`config.mk`:
```
export PLATFORM = sky130hd
export DESIGN_NAME = alu_op_issue
export DESIGN_NICKNAME = d
export VERILOG_FILES = /design/src/rtl/alu_op_issue.sv
export SDC_FILE = /design/constraint.sdc
export NUM_CORES = 1
export LEC_CHECK = 0
export ABC_AREA = 1
export CAP_MARGIN = 20
export CORE_MARGIN = 5
export CORE_UTILIZATION = 33
export CTS_BUF_LIST = sky130_fd_sc_hd__clkbuf_8
export DETAILED_ROUTE_END_ITERATION = 6
export PLACE_DENSITY = 0.66
export SYNTH_ARGS = -nofsm -noshare
export SYNTH_HDL_FRONTEND = slang
export SYNTH_SLANG_ARGS = --single-unit
```
`constraint.sdc`:
```
create_clock -name clk -period 6.41 [get_ports clk]
set_input_delay 0.641 -clock clk [delete_from_list [all_inputs] [get_ports clk]]
set_output_delay 0.641 -clock clk [all_outputs]
set_load 0.03 [all_outputs]
```
`src/rtl/alu_op_issue.sv`:
```
// Purpose: decode RV32I opcode/funct3/funct7 into an ALU Operation code and select SrcA/SrcB.
// Latency: 1 cycle from input accept to the outputs, through a registered main slot.
// Backpressure: 2-entry skid (main + skid); in_ready is registered and equals "skid empty".
module alu_op_issue #(
  parameter int DATA_WIDTH     = 32,
  parameter int OPCODE_LENGTH  = 4,
  parameter int REG_ADDR_WIDTH = 5
) (
  input  logic                      clk,
  input  logic                      reset,
  input  logic                      flush,
  input  logic                      in_valid,
  output logic                      in_ready,
  input  logic [6:0]                opcode,
  input  logic [2:0]                funct3,
  input  logic [6:0]                funct7,
  input  logic [DATA_WIDTH-1:0]     rs1_data,
  input  logic [DATA_WIDTH-1:0]     rs2_data,
  input  logic [DATA_WIDTH-1:0]     imm,
  input  logic [REG_ADDR_WIDTH-1:0] rd_in,
  output logic                      out_valid,
  input  logic                      out_ready,
  output logic [OPCODE_LENGTH-1:0]  Operation,
  output logic [DATA_WIDTH-1:0]     SrcA,
  output logic [DATA_WIDTH-1:0]     SrcB,
  output logic [REG_ADDR_WIDTH-1:0] rd_out,
  output logic                      is_branch,
  output logic                      illegal
);

  localparam logic [6:0] OPC_R    = 7'b0110011;
  localparam logic [6:0] OPC_I    = 7'b0010011;
  localparam logic [6:0] OPC_LOAD = 7'b0000011;
  localparam logic [6:0] OPC_STORE= 7'b0100011;
  localparam logic [6:0] OPC_BR   = 7'b1100011;
  localparam logic [6:0] OPC_LUI  = 7'b0110111;

  localparam logic [6:0] F7_ZERO  = 7'b0000000;
  localparam logic [6:0] F7_ALT   = 7'b0100000;

  localparam logic [OPCODE_LENGTH-1:0] OP_AND = OPCODE_LENGTH'(4'b0000);
  localparam logic [OPCODE_LENGTH-1:0] OP_OR  = OPCODE_LENGTH'(4'b0001);
  localparam logic [OPCODE_LENGTH-1:0] OP_ADD = OPCODE_LENGTH'(4'b0010);
  localparam logic [OPCODE_LENGTH-1:0] OP_SUB = OPCODE_LENGTH'(4'b0110);
  localparam logic [OPCODE_LENGTH-1:0] OP_EQ  = OPCODE_LENGTH'(4'b1000);
  localparam logic [OPCODE_LENGTH-1:0] OP_NE  = OPCODE_LENGTH'(4'b1110);
  localparam logic [OPCODE_LENGTH-1:0] OP_LT  = OPCODE_LENGTH'(4'b1111);
  localparam logic [OPCODE_LENGTH-1:0] OP_SLL = OPCODE_LENGTH'(4'b0100);
  localparam logic [OPCODE_LENGTH-1:0] OP_SRL = OPCODE_LENGTH'(4'b0101);
  localparam logic [OPCODE_LENGTH-1:0] OP_SRA = OPCODE_LENGTH'(4'b0111);

  // One buffered instruction, as presented to EX.
  typedef struct packed {
    logic [OPCODE_LENGTH-1:0]  op;
    logic [DATA_WIDTH-1:0]     src_a;
    logic [DATA_WIDTH-1:0]     src_b;
    logic [REG_ADDR_WIDTH-1:0] rd;
    logic                      br;
    logic                      ill;
  } slot_t;

  slot_t dec_d;
  slot_t main_q;
  slot_t skid_q;
  logic  main_vld_q;
  logic  skid_vld_q;
  logic  in_ready_q;

  logic  push;
  logic  pop;

  // Decode the incoming instruction and pick its operands.
  always_comb begin
    dec_d       = '0;
    dec_d.op    = OP_AND;
    dec_d.rd    = rd_in;
    case (opcode)
      OPC_R: begin
        dec_d.src_a = rs1_data;
        dec_d.src_b = rs2_data;
        case (funct3)
          3'b000: begin
            if (funct7 == F7_ZERO)     dec_d.op  = OP_ADD;
            else if (funct7 == F7_ALT) dec_d.op  = OP_SUB;
            else                       dec_d.ill = 1'b1;
          end
          3'b111: begin dec_d.op = OP_AND; dec_d.ill = (funct7 != F7_ZERO); end
          3'b110: begin dec_d.op = OP_OR;  dec_d.ill = (funct7 != F7_ZERO); end
          3'b010: begin dec_d.op = OP_LT;  dec_d.ill = (funct7 != F7_ZERO); end
          3'b001: begin dec_d.op = OP_SLL; dec_d.ill = (funct7 != F7_ZERO); end
          3'b101: begin
            if (funct7 == F7_ZERO)     dec_d.op  = OP_SRL;
            else if (funct7 == F7_ALT) dec_d.op  = OP_SRA;
            else                       dec_d.ill = 1'b1;
          end
          default: dec_d.ill = 1'b1;
        endcase
      end
      OPC_I: begin
        dec_d.src_a = rs1_data;
        dec_d.src_b = imm;
        case (funct3)
          3'b000: dec_d.op = OP_ADD;
          3'b111: dec_d.op = OP_AND;
          3'b110: dec_d.op = OP_OR;
          3'b010: dec_d.op = OP_LT;
          3'b001: begin
            // Shift amount lives in imm[4:0]; the upper imm bits carry funct7.
            dec_d.src_b = {{(DATA_WIDTH-5){1'b0}}, imm[4:0]};
            dec_d.op    = OP_SLL;
            dec_d.ill   = (funct7 != F7_ZERO);
          end
          3'b101: begin
            dec_d.src_b = {{(DATA_WIDTH-5){1'b0}}, imm[4:0]};
            if (funct7 == F7_ZERO)     dec_d.op  = OP_SRL;
            else if (funct7 == F7_ALT) dec_d.op  = OP_SRA;
            else                       dec_d.ill = 1'b1;
          end
          default: dec_d.ill = 1'b1;
        endcase
      end
      OPC_LOAD, OPC_STORE: begin
        dec_d.op    = OP_ADD;
        dec_d.src_a = rs1_data;
        dec_d.src_b = imm;
        if (opcode == OPC_STORE) dec_d.rd = '0;
      end
      OPC_BR: begin
        dec_d.src_a = rs1_data;
        dec_d.src_b = rs2_data;
        dec_d.br    = 1'b1;
        dec_d.rd    = '0;
        case (funct3)
          3'b000:  dec_d.op  = OP_EQ;
          3'b001:  dec_d.op  = OP_NE;
          3'b100:  dec_d.op  = OP_LT;
          default: dec_d.ill = 1'b1;
        endcase
      end
      OPC_LUI: begin
        dec_d.op    = OP_ADD;
        dec_d.src_b = imm;
      end
      default: dec_d.ill = 1'b1;
    endcase
    // Unsupported encodings leave a clean, harmless slot behind.
    if (dec_d.ill) begin
      dec_d.op    = OP_AND;
      dec_d.src_a = '0;
      dec_d.src_b = '0;
      dec_d.rd    = '0;
      dec_d.br    = 1'b0;
    end
  end

  assign push = in_valid && in_ready_q;
  assign pop  = main_vld_q && out_ready;

  // Main slot plus skid entry; flush wins over accept and drain.
  always_ff @(posedge clk or posedge reset) begin
    if (reset) begin
      main_q     <= '0;
      skid_q     <= '0;
      main_vld_q <= 1'b0;
      skid_vld_q <= 1'b0;
      in_ready_q <= 1'b1;
    end else if (flush) begin
      main_vld_q <= 1'b0;
      skid_vld_q <= 1'b0;
      in_ready_q <= 1'b1;
    end else if (skid_vld_q) begin
      // in_ready is low here, so only a drain can make progress.
      if (pop) begin
        main_q     <= skid_q;
        skid_vld_q <= 1'b0;
        in_ready_q <= 1'b1;
      end
    end else if (push) begin
      if (!main_vld_q || pop) begin
        main_q     <= dec_d;
        main_vld_q <= 1'b1;
      end else begin
        skid_q     <= dec_d;
        skid_vld_q <= 1'b1;
        in_ready_q <= 1'b0;
      end
    end else if (pop) begin
      main_vld_q <= 1'b0;
    end
  end

  assign in_ready  = in_ready_q;
  assign out_valid = main_vld_q;
  assign Operation = main_q.op;
  assign SrcA      = main_q.src_a;
  assign SrcB      = main_q.src_b;
  assign rd_out    = main_q.rd;
  assign is_branch = main_q.br;
  assign illegal   = main_q.ill;

endmodule

```
After elaboration in Yosys (flattened, before gate mapping)
Cells that the tools add are included.

operators by class
  equality and inequality tests = 18
  mux-type cells = 40
  bitwise logic cells = 3
  reductions and logical operators = 24

operator list
  cell                count
  $mux 75             4
  $pmux 32 s3         1
  $mux 74             1
  $mux 32             2
  $pmux 4 s5          2
  $eq 7x6->1 const B  4
  $mux 1              19
  $pmux 4 s4          1
  $eq 3x3->1 const B  4
  $pmux 4 s3          1
  $pmux 5 s2          1
  $mux 3              3
  $reduce_and 4->1    2
  $reduce_or 2->1     4
  $reduce_or 4->1     2
  $eq 7x2->1 const B  1
  $eq 7x5->1 const B  1
  $eq 7x7->1 const B  1
  $logic_not 7->1     1
  $reduce_bool 7->1   1
  $ne 3x2->1 const B  2
  $reduce_and 3->1    2
  $reduce_bool 3->1   2
  $reduce_or 3->1     2
  17 further kinds    21

word-level totals
  register bits = 153

Longest topological paths before layout
Gate-level depths: netlist of the first run.

  depth in word-level cells = 9
  gate-level depth with buffers = 17
  depth with buffers taken out = 15

Worst setup path after synthesis of the first run
Ideal clock, no wire load.

  path kind = in2reg
  start point = input port funct3[1]
  end point = register main_q (netlist bit Operation[3])
  data arrival time = 1951 ps
  data required time = 6293 ps
  slack = 4342 ps
  stages on the path = 17
  buffers on the path = 2
  cells stage by stage = inv_1 ha_1 inv_1 nor2_1 nor2_1 nand2_1 nand2_1 nand2_1 nand2_1 nand2_1 nor2_2 buf_6 buf_8 nand3_2 nand2_1 nand2_1 nand2_1

on the way
  longest elaborated chain between the ends = 8
  elaborated cells on any way between the ends = 23
  classes of those cells = eq/ne (6); mux (12); reduce/logical (5)

ends and longest elaborated chain
  what                                                            RTL line  RTL
  start, declared                                                 15        input logic [2:0] funct3,
  $eq 3x2->1, or another cell as far along                        81, 102
  $reduce_or 4->1 (no source line), or another cell as far along  n/a
  $pmux 1 s3, or another cell as far along                        102       case (funct3)
  $pmux 1 s4                                                      77        case (opcode)
  $mux 74 *                                                       147       if (dec_d.ill) begin
  $mux 75 *                                                       179       if (!main_vld_q || pop) begin
  $mux 75 *                                                       178       end else if (push) begin
  $mux 75 *                                                       171       end else if (skid_vld_q) begin
  end signal, assigned                                            174       main_q <= skid_q;
  end, declared                                                   63        slot_t main_q;

Every way passes the cells marked *; elsewhere a longest branch is shown, timed or not. The select of a mux whose other input is x is not followed.
A chain may end at the register's enable or synchronous reset.

Worst setup path after layout of the first run
  start point = input port funct3[0]
  end point = register main_q (netlist bit Operation[2])

The elaborated chain is that of the path after synthesis.

==> impl_metrics.ini, run 1 <==
[run_status]
run_status = complete, no violations

[timing]
slew_violations = 0
period_share = 0.546
timing.hold.ws_ns = 0.484
finClkSkew_ns = 0.0134
setup_viol = 0
finalHoldViolCount = 0
worstMarginPinSlew_ns = 1.07
tns_ns = 0
period_minus_slack_ns = 3.50
rsz0062_at_grt = no
slew_headroom = 0.287
max_freq_mhz = 286
layout_setup_ws_ns = 2.91

[place]
pre_cts_slack_ns = 2.45
place_area_um2 = 10800
dpl.cell_count = 1683
hpwl_mm = 16.4
numPortBuffers = 199
place_congestion = 0.855

[yosys]
ys_ff_latch = 153
async_reset_ff_frac = 1.00
ys_seq_area_frac = 0.442
synth_edf_count = 0
synth_xor_area_frac = 0
synth-simple-area-share = 0.419
synth_top_family_by_area = simple AND/OR/NAND/NOR gates
synth_mux_area_frac = 0
synth_compound_area_frac = 0.0574
synthFlopType = dfrtp_1
synth_cell_types = 29
synth_cells = 1220
avgSynthCellArea_um2 = 7.10
synthesis.nets = 1348
synth_area_um2 = 8660
synth_warnings = 0
yosys.area_share.adder = 0.00722

[setup_path]
arrival_ns = 3.87
cp_common_cell = nand2_1
path_max_fanout = 29
reg2reg_to = illegal
crit_path_max_incr_delay_ns = 0.69
cp-end-kind = register
rr_startpoint = skid_vld_q
worstPathCellList = clkdlybuf4s50_1, inv_1, ha_1, inv_1, nor2_1, nor2_1, nand2_1, nand2_1, nand2_1, nand2_1, nand2_1, nor2_4, buf_4, nand3_1, nand2_1, nand2_1, nand2_1
reg2reg_slack_ns = 3.71
critPathLaunchType = input pin
critPathRequiredTime_ns = 6.78
slowest_stage = nor2_4
worstSetupPathType = input pin to register
reg2reg_depth = 8
cp_top_family = simple AND/OR/NAND/NOR gates
path_buf_inv = 4

[pwr]
ir_worst_vdd_uv = 124
p_leak_nw = 5.93
finalPower_mw = 2.28
power_density_nw_per_um2 = 203

[floorplan]
core.rowCount = 59
die_w_um = 172
coreArea_um2 = 26000
start_util = 0.333
io_pins = 200
dieArea_um2 = 29600
fp.dieH_um = 172

[cells_and_area]
final_cell_mix = 503 x nand2_1, 199 x clkdlybuf4s50_1, 172 x nor2_1
drive_gt1_frac = 0.0884
final_area_um2 = 11200
final_nets = 1496
final_cells = 1718
final_common_cell = nand2_1
utilization = 0.433
fillCellCount = 2623
synthToLayoutAreaGrowth_pct = 29.8

[clock_tree]
clockBufferDepth = 2
clock_sinks = 153
cts.reportedPaths.clkPinSlew_ns = 0.09
cts_setup_buffers = 0
cts_buffers = 17
clk_latency_ns = 0.44
cts_root_buf = clkbuf_8
cts_tree = yes
cts.htree.levels = 4
cts-resized-gates = 0
hold_buffers = 0

[route]
drtIter0Drc = 687
drtAntennaViolNets = 0
avgViaCountPerCell = 4.76
wl_per_cell_um = 14.7
wirelength_mm = 25.3
dr.pass1.iters = 5
post-route-drc-count = 0
dr_total_vias = 8179

[global_routing]
antenna_found_initial = 3
grt_max_degree = 110
grt_pass1_vias = 7873
grt_pass1_wl_mm = 40.5
grt_use_met2 = 0.275
use_met1 = 0.228
grt_use_met3 = 0.0368
grt.busiest_layer = met2
globalRoute.totalOverflow = 0
grt_usage = 0.170

[min_path]
min_to = SrcB[29]
hold_class = register to register
hold_depth = 2
hold_path_startpoint = SrcB[29]

[job]
maxCapViolations = 0
==> worst max-delay path by stage <==
| stage | startpoint | endpoint | slack [ns] | cells after the start |
|---|---|---|---|---|
| 2_1_floorplan | reset | Operation[0] | 1.65 | 1 |
| 4_1_cts | funct3[0] | Operation[2] | 2.93 | 17 |
| 6_report | funct3[0] | Operation[2] | 2.91 | 17 |
| 5_1_grt | funct3[0] | Operation[2] | 2.60 | 17 |
| 3_5_place_dp | funct3[0] | Operation[2] | 2.45 | 17 |
| 3_3_place_gp | funct3[0] | Operation[1] | 2.50 | 17 |
==> worst reg2reg max path, cell delays in order (launching register included) <==
cell and delay (ns):
dfrtp_1 0.48, inv_4 0.21, o21bai_1 0.19, nor2_1 0.10, inv_4 0.67, buf_4 0.67
a21oi_1 0.08, o21ai_1 0.12, nand2_1 0.06
==> report_power, final <==
group	switching (mW)	internal, mW	total (mW)
sequential	0.0239	1.00	1.03
combinational	0.243	0.172	0.414
clock	0.402	0.439	0.841
==> routing by layer <==
layer / wire [um] / share of wire
met1: 11600 / 0.46
met2: 12000 / 0.48
met3: 1170 / 0.046
met4: 565 / 0.022
met5: 0 / 0
==> state kept, by name, summed over array words and instances (netlist names) <==
| signal | cells |
|---|---|
| skid_vld_q | 1 |
| out_valid | 1 |
| rd_out | 5 |
| SrcB | 32 |
| illegal | 1 |
| skid_q | 75 |
| is_branch | 1 |
| Operation | 4 |
| SrcA | 32 |
| in_ready | 1 |
==> synthesized netlist by cell type, types with 2 or more instances <==
cell type / count / area share
nor2_1: 172 / 0.075
clkbuf_1: 49 / 0.021
inv_1: 52 / 0.023
o21ai_0: 12 / 0.0069
dfrtp_1: 152 / 0.44
ha_1: 5 / 0.0072
a21oi_1: 7 / 0.0040
nand4_1: 29 / 0.021
nand2_2: 2 / 0.0014
inv_2: 7 / 0.0030
o21ai_1: 74 / 0.043
nand2_1: 503 / 0.22
buf_2: 23 / 0.013
buf_8: 6 / 0.010
clkinv_1: 2 / 0.00087
nand3_2: 60 / 0.069
nand3_1: 51 / 0.029
nor2_2: 3 / 0.0022
==> area by class of cell <==
type,instances,area (um^2),area share
antenna,3,7.51,0.000668
clock buffer,18,248,0.0220
sequential,153,3830,0.341
inverter,61,239,0.0213
timing repair buffer,210,2090,0.186
clock inverter,13,191,0.0170
multi-input combinational,925,4210,0.375
tap,335,419,0.0373
==> cell families (layout without fill, tap and decap cells) <==
| kind of cell | Yosys count | count (layout) |
|---|---|---|
| compound gates | 97 | 97 |
| simple gates | 823 | 823 |
| fa+ha+maj | 5 | 5 |
| buf+inv | 142 | 302 |
| other cells | 0 | 3 |
| flops | 153 | 153 |
(Power assumes the default switching activity.)
==> run 2: changes to the inputs <==
==> constraint.sdc (replaced) <==
create_clock -name clk -period 3.4 [get_ports clk]
set_input_delay 0.34 -clock clk [delete_from_list [all_inputs] [get_ports clk]]
set_output_delay 0.34 -clock clk [all_outputs]
set_load 0.03 [all_outputs]
==> run 2 against run 1 <==
  * Design area up 0.53%
  * Wire length up 1.3%
  * Non-clock buffer count up 7
  * Register-to-register slack worse by 2.6 ns
  * Clock skew up 0.0016 ns
  * Power up 82%
  * Combinational power up 93%
==> impl_metrics.ini, run 2 (synthesis results as in run 1) <==
[global_routing]
grt_usage = 0.173
grt_pass1_vias = 7997
grt_max_degree = 93
grt_pass1_wl_mm = 41.2
globalRoute.totalOverflow = 0
antenna_found_initial = 3

[setup_path]
reg2reg_depth = 8
slowest_stage = clkdlybuf4s50_1
cp-startpoint = opcode[1]
reg2reg_to = SrcA[19]
arrival_ns = 2.80
cp_common_cell = nand2_1
cp_top_family = simple AND/OR/NAND/NOR gates
reg2reg_slack_ns = 1.10
cp-end-kind = register
rr_startpoint = skid_vld_q
worstPathCellList = clkdlybuf4s50_1, nand2_1, nor2_2, nand2_2, inv_1, nand3_4, buf_4, nand3_1, nand2_1, nand2_1, nand2_1
critPathRequiredTime_ns = 3.73
path_buf_inv = 3
crit_end = SrcB[31]
crit_path_max_incr_delay_ns = 0.45
crit_cells = 11
worstSetupPathType = input pin to register
critPathLaunchType = input pin
path_max_fanout = 34

[place]
dpl.cell_count = 1691
numPortBuffers = 199
place_congestion = 0.820
hpwl_mm = 17.3
pre_cts_slack_ns = 0.490
place_area_um2 = 10900

[pwr]
ir_worst_vdd_uv = 173
p_leak_nw = 5.96
power_density_nw_per_um2 = 368

[timing]
slew_headroom = 0.342
period_minus_slack_ns = 2.47
rsz0062_at_grt = no
slew_violations = 0
tns_ns = 0
finClkSkew_ns = 0.0150
period_share = 0.726
setup_viol = 0
worstMarginPinSlew_ns = 0.987
max_freq_mhz = 405
layout_setup_ws_ns = 0.933
finalHoldViolCount = 0

[floorplan]
coreArea_um2 = 26000
io_pins = 200
start_util = 0.333
fp.dieH_um = 172
die_w_um = 172
core.rowCount = 59
dieArea_um2 = 29600

[clock_tree]
cts_setup_buffers = 0
cts.reportedPaths.clkPinSlew_ns = 0.10
clock_sinks = 153
cts.htree.levels = 4
cts_root_buf = clkbuf_8
cts_buffers = 17
hold_buffers = 0
clk_latency_ns = 0.45
cts-resized-gates = 0
cts_tree = yes
clockBufferDepth = 2

[cells_and_area]
final_area_um2 = 11300
final_nets = 1503
drive_gt1_frac = 0.0937
final_cells = 1725
final_common_cell = nand2_1
largest_register_ffs = 75
final_cell_mix = 503 x nand2_1, 199 x clkdlybuf4s50_1, 172 x nor2_1
synthToLayoutAreaGrowth_pct = 30.5
largest-register = skid_q

[route]
avgViaCountPerCell = 4.76
post-route-drc-count = 0
wirelength_mm = 25.6
dr.pass1.iters = 5
wl_per_cell_um = 14.9
dr_total_vias = 8218
drtAntennaViolNets = 0
drtIter0Drc = 542

[min_path]
hold_class = input pin to async pin

[job]
maxCapViolations = 0

[run_status]
run_status = complete, no violations
-- run 2: changes by cell type in the layout (fill, tap and decap cells not counted), sizes merged --
cell	delta
bufinv	-3
clkinv	+2
clkbuf	+1
diode	-1
inv	+1
buf	+7
-- run 2: worst register-to-register path: stages (launching register included) --
cell and delay, ns:
dfrtp_1 0.47, inv_4 0.48, o21bai_1 0.16, nor2_1 0.27
inv_4 0.30, buf_4 0.33, nor2_1 0.12, nand2_1 0.07
nand2_1 0.05
-- run 2: worst min-delay path by stage --
stage | endpoint | start | slack [ns]
finish | skid_q[27] | reset | 0.26
detailed placement | SrcB[25] | SrcB[25] | 0.46
global route | skid_q[27] | reset | 0.29
floorplan | out_valid | flush | 0.40
global placement | SrcB[13] | SrcB[13] | 0.46
CTS | skid_q[27] | reset | 0.25
-- run 2: final cells by class --
cell class              count  area [um^2]
repair buffers            217         2200
fillers                  2653        14700
diodes                      2         5.00
clock inverters            13          134
clock buffers              19          262
multi-input cells         925         4210
inverters                  61          238
flip-flops and latches    153         3830
well taps                 335          419
-- run 2: per-stage QoR --
step	total power, mW	hold WS, ns	util
after CTS	4.22	0.253	0.435
after global routing	4.37	0.289	0.435
final	4.16	0.260	0.435
after floorplan	2.38	0.403	-
after global placement	2.77	0.462	0.419
after detailed placement	2.78	0.464	0.419
-- run 2: where the power goes --
group / leakage (nW) / total, mW / internal [mW] / switching [mW]
combinational: 3.65 / 0.799 / 0.334 / 0.465
clock: 0.203 / 1.43 / 0.642 / 0.784
sequential: 2.11 / 1.93 / 1.89 / 0.0422
total: 5.96 / 4.16 / 2.87 / 1.29
-- run 2: routing by layer --
layer / GRT usage / vias to the layer above / routed length [um]
met5: 0 / - / 13
met4: 0.0629 / 2 / 673
met3: 0.0359 / 40 / 1350
met2: 0.286 / 188 / 12100
met1: 0.225 / 3840 / 11500
li1: - / 4148 / -
